## src/rtl/alu_pipe.sv

```systemverilog
// alu_pipe: two-stage pipelined ALU with status flags and condition test.
// Valid/ready handshake on both sides; holds up to two beats in flight.
module alu_pipe #(
   parameter int WIDTH = 16
) (
   input  logic             clk,
   input  logic             rst,
   input  logic             in_valid,
   output logic             in_ready,
   input  logic [WIDTH-1:0] x,
   input  logic [WIDTH-1:0] y,
   input  logic             u,
   input  logic             op1,
   input  logic             op0,
   input  logic             zx,
   input  logic             sw,
   input  logic [2:0]       cond,
   output logic             out_valid,
   input  logic             out_ready,
   output logic [WIDTH-1:0] result,
   output logic [3:0]       flags,
   output logic             cond_true
);

   typedef struct packed {
      logic [WIDTH-1:0] xo;
      logic [WIDTH-1:0] yo;
      logic             u;
      logic             op1;
      logic             op0;
      logic [2:0]       cond;
   } s1_t;

   typedef struct packed {
      logic [WIDTH-1:0] res;
      logic [3:0]       flags;
      logic [2:0]       cond;
   } s2_t;

   logic             s1_v;
   logic             s2_v;
   logic             s1_adv;
   logic             s2_adv;
   logic             in_fire;
   s1_t              s1_d;
   s1_t              s1_q;
   s2_t              s2_d;
   s2_t              s2_q;

   logic [WIDTH-1:0] xs;
   logic [WIDTH-1:0] ys;
   logic [WIDTH-1:0] b_arg;
   logic [WIDTH-1:0] addend;
   logic             cin;
   logic [WIDTH:0]   sum;
   logic             add_ovf;
   logic [WIDTH-1:0] res;
   logic             carry;
   logic             ovf;

   // S2 drains when empty or consumed; S1 moves on only into a free S2
   assign s2_adv   = ~s2_v | out_ready;
   assign s1_adv   = s1_v & s2_adv;
   assign in_ready = ~s1_v | s2_adv;
   assign in_fire  = in_valid & in_ready;

   // Operand prep: optional swap, then optional zeroing of X
   always_comb begin
      xs = sw ? y : x;
      ys = sw ? x : y;
      s1_d      = '0;
      s1_d.xo   = zx ? '0 : xs;
      s1_d.yo   = ys;
      s1_d.u    = u;
      s1_d.op1  = op1;
      s1_d.op0  = op0;
      s1_d.cond = cond;
   end

   // Execute: one adder covers add/sub/inc/dec, op1 selects invert+carry-in
   always_comb begin
      b_arg   = s1_q.op0 ? WIDTH'(1) : s1_q.yo;
      addend  = s1_q.op1 ? ~b_arg : b_arg;
      cin     = s1_q.op1;
      sum     = {1'b0, s1_q.xo} + {1'b0, addend}
              + {{WIDTH{1'b0}}, cin};
      add_ovf = (s1_q.xo[WIDTH-1] == addend[WIDTH-1])
              & (sum[WIDTH-1] != s1_q.xo[WIDTH-1]);
      res     = '0;
      carry   = 1'b0;
      ovf     = 1'b0;
      unique case (1'b1)
         s1_q.u: begin
            res   = sum[WIDTH-1:0];
            carry = sum[WIDTH];
            ovf   = add_ovf;
         end
         (~s1_q.u & ~s1_q.op1 & ~s1_q.op0):
            res = s1_q.xo & s1_q.yo;
         (~s1_q.u & ~s1_q.op1 & s1_q.op0):
            res = s1_q.xo | s1_q.yo;
         (~s1_q.u & s1_q.op1 & ~s1_q.op0):
            res = s1_q.xo ^ s1_q.yo;
         (~s1_q.u & s1_q.op1 & s1_q.op0):
            res = ~s1_q.xo;
         default: res = '0;
      endcase
      s2_d       = '0;
      s2_d.res   = res;
      s2_d.flags = {(res == '0), res[WIDTH-1], carry, ovf};
      s2_d.cond  = s1_q.cond;
   end

   // Stage 1: capture prepared operands when a beat is accepted
   always_ff @(posedge clk or posedge rst) begin
      if (rst) begin
         s1_v <= 1'b0;
         s1_q <= '0;
      end else begin
         if (in_ready) s1_v <= in_valid;
         if (in_fire)  s1_q <= s1_d;
      end
   end

   // Stage 2: capture result and flags when stage 1 hands over
   always_ff @(posedge clk or posedge rst) begin
      if (rst) begin
         s2_v <= 1'b0;
         s2_q <= '0;
      end else begin
         if (s2_adv) s2_v <= s1_v;
         if (s1_adv) s2_q <= s2_d;
      end
   end

   assign out_valid = s2_v;
   assign result    = s2_q.res;
   assign flags     = s2_q.flags;
   assign cond_true = (s2_q.cond[2] & s2_q.flags[2])
                    | (s2_q.cond[1] & s2_q.flags[3])
                    | (s2_q.cond[0] & ~s2_q.flags[2]
                                    & ~s2_q.flags[3]);

endmodule
```

## config.mk

```make
export PLATFORM = sky130hd
export DESIGN_NAME = alu_pipe
export DESIGN_NICKNAME = d
export VERILOG_FILES = /design/src/rtl/alu_pipe.sv
export SDC_FILE = /design/constraint.sdc
export NUM_CORES = 1
export LEC_CHECK = 0
export BUFFER_PORTS_ARGS = -buffer_cell sky130_fd_sc_hd__buf_2
export CAP_MARGIN = 40
export CORE_UTILIZATION = 50
export DETAILED_ROUTE_END_ITERATION = 7
export PLACE_DENSITY = 0.69
export REMOVE_ABC_BUFFERS = 1
export SYNTH_ARGS = -nofsm -noshare
export SYNTH_HDL_FRONTEND = slang
export SYNTH_SLANG_ARGS = --single-unit
```

## constraint.sdc

```tcl
create_clock -name clk -period 8.7 [get_ports clk]
set_input_delay 1.305 -clock clk [delete_from_list [all_inputs] [get_ports clk]]
set_output_delay 1.305 -clock clk [all_outputs]
set_load 0.01 [all_outputs]
```

==> flow_summary.json <==
{
  "die-area_um2": 10700,
  "ir_drop_mv": 0.0801,
  "slew_headroom": 0.475,
  "layout_min_cycle_time_ns": 3.45,
  "first_iter_violations": 195,
  "cp-startpoint": "cin$_DFFE_PP0P_",
  "grt_usage": 0.210,
  "place_area_um2": 5400,
  "cp_max_fo": 24,
  "syn_inst": 554,
  "synth_area_per_cell_um2": 9.28,
  "cts_made_buffers": 9,
  "mostFrequentLayoutCells": "nand2_1 (79), buf_2 (66), dfrtp_1 (62)",
  "powerDensity_nw_per_um2": 222,
  "pin_count": 67,
  "cts-root-buf": "clkbuf_8",
  "final_net_count": 683,
  "setup_viol": 0,
  "layout-drive-gt1-share": 0.206,
  "grt_pass1_wl_um": 17300,
  "synth_edf_count": 0,
  "startpoint_type": "register",
  "synth.mux.area_fraction": 0.160,
  "synth_seq_cells": 62,
  "dp_hpwl_um": 7590,
  "period_share": 0.397,
  "ys.warnings.count": 0,
  "synth_area_um2": 5140,
  "viasPerCell": 5.42,
  "io_buffers": 66,
  "yosys.area_share.simple": 0.141,
  "critPathCaptureType": "register",
  "clock-sinks": 62,
  "drc": 0,
  "overflow": 0,
  "fin_tns_setup_ns": 0,
  "antenna_found_initial": 0,
  "drt-total-wl_um": 10200,
  "firstDrtPassIters": 5,
  "final_hold_viol_count": 0,
  "hold_path_startpoint": "s1_q[1]$_DFFE_PP0P_",
  "antenna_cells": 0,
  "synth-async-reset-ratio": 1.00,
  "finalClockSkew_ns": 0.00489,
  "utilization": 0.572,
  "r2r_start": "cin$_DFFE_PP0P_",
  "yosysUniqueCellTypes": 64,
  "grt_max_degree": 71,
  "synth-adder-area-share": 0.128,
  "pre_cts_slack_ns": 5.27,
  "synth-compound-area-share": 0.130,
  "slew_violations": 0,
  "initial_utilization": 0.521,
  "fmax_mhz": 290,
  "rows": 36,
  "hold_path.class": "reg2reg",
  "max_slew.worst_pin.slew_ns": 0.785,
  "layout_commonest_cell": "nand2_1",
  "area_growth_pct": 9.66,
  "post_cts_buffers": 0,
  "grt_pass1_vias": 3814,
  "crit_required_ns": 8.94,
  "clock_latency_ns": 0.35,
  "cts_max_path_buffers": 2,
  "htreeDepth": 3,
  "synth-xor-area-share": 0.0409,
  "fillers": 892,
  "drv_cap": 0,
  "gp_congestion": 0.892,
  "ys_seq_area_frac": 0.302,
  "routedWlPerCell_um": 14.0,
  "status": "completed",
  "clkTransAtPathRegs_ns": 0.07,
  "hold_buffers": 0,
  "finalWorstSetupSlack_ns": 5.25,
  "cts_resized": 0,
  "core-area_um2": 9860,
  "post-route-cell-area_um2": 5640,
  "ant_nets": 0,
  "worstSetupPathType": "reg2reg",
  "synth-main-ff-cell": "dfrtp_1",
  "critical_path_arrival_ns": 3.69,
  "tritoncts": "yes",
  "synth_top_family_by_area": "multiplexers",
  "vias": 3928,
  "die_w_um": 103,
  "die_h_um": 103,
  "rsz0062_at_grt": "false",
  "power_leakage_nw": 2.75
}
-- cells in the mapped netlist (all sizes together) (2+ instances only) --
cell,instances,area [um2]
o21a,3,22.5
a2111oi,2,36.3
mux2i,36,360
ha,51,638
clkbuf,18,77.6
nand2b,21,131
nor3b,3,27.5
a21oi,15,78.8
o31ai,17,133
a21o,5,37.5
xnor2,20,175
and4,2,17.5
nor3,5,25.0
o221ai,3,26.3
mux4,15,349
nand4,3,18.8
xor2,4,35.0
nand3,7,35.0
nor2,12,45.0
inv,55,206
nand3b,2,15.0
and2,3,22.5
and3,2,12.5
a211oi,4,30.0
buf,32,219
or3,3,20.0
o21ai,34,170
dfrtp,62,1550
o22ai,2,12.5
nand2,80,300
mux2,10,113
a31oi,5,31.3
-- per-layer routing --
layer	global-route usage	vias up	share of wire
li1	-	1959	-
met1	0.270	1850	0.48
met2	0.349	101	0.46
met3	0.0376	18	0.042
met4	0.0867	0	0.021
met5	0	-	0
-- where the power goes --
group | switching (mW) | internal (mW)
combinational | 0.297 | 0.247
clock | 0.117 | 0.189
sequential | 0.0535 | 0.350
total | 0.468 | 0.785
-- layout make-up --
type                            instances  area [um2]  share of cell area
Sequential cell                        62        1550               0.275
Multi-Input combinational cell        386        3090               0.547
Clock inverter                          7         113              0.0200
Inverter                               56         210              0.0373
Timing Repair Buffer                   72         388              0.0688
Clock buffer                            9         124              0.0220
Tap cell                              133         166              0.0295
-- registers in the layout, indices dropped and copies added, names as in the netlist --
name and flops:
s1_q 37, result 15, flags 4, s2_q 3, cin 1, out_valid 1
s1_v 1
-- worst paths after layout --
check | endpoint | slack, ns | cells past startpoint
max | result[12]$_DFFE_PP0P_ | 5.25 | 11
min | s2_q[1]$_DFFE_PP0P_ | 0.47 | 2
max reg2reg | result[12]$_DFFE_PP0P_ | 5.25 | 11
min reg2reg | s2_q[1]$_DFFE_PP0P_ | 0.47 | 2
max in group asynchronous | s1_q[14]$_DFFE_PP0P_ | 7.03 | 3
min in group asynchronous | result[1]$_DFFE_PP0P_ | 1.17 | 3
-- critical path: stages, from the launching register on --
cell and delay, ns:
dfrtp_1 0.66, buf_4 0.44, xnor2_1 0.16, ha_1 0.37, and4_1 0.23, a21oi_1 0.17, o21ai_1 0.12, or4_1 0.40
a31oi_1 0.21, xor2_1 0.16, a21oi_1 0.11, mux2_2 0.28
-- stage by stage --
| stage | hold slack (ns) | total power [mW] | cells |
|---|---|---|---|
| 3_5_place_dp | 0.453 | 0.951 | 709 |
| 6_report | 0.466 | 1.25 | 725 |
| 4_1_cts | 0.468 | 1.26 | 725 |
| 3_3_place_gp | 0.451 | 0.929 | 708 |
| 2_1_floorplan | 0.433 | 0.791 | 504 |
| 5_1_grt | 0.497 | 1.35 | 725 |
-- kinds of logic after synthesis --
logic type,after synthesis
simple gates,149
buf+inv,106
compound gates,100
flops,62
mux,61
fa+ha+maj,52
xor+xnor,24
Note: power is estimated with default switching activity, not from simulation.
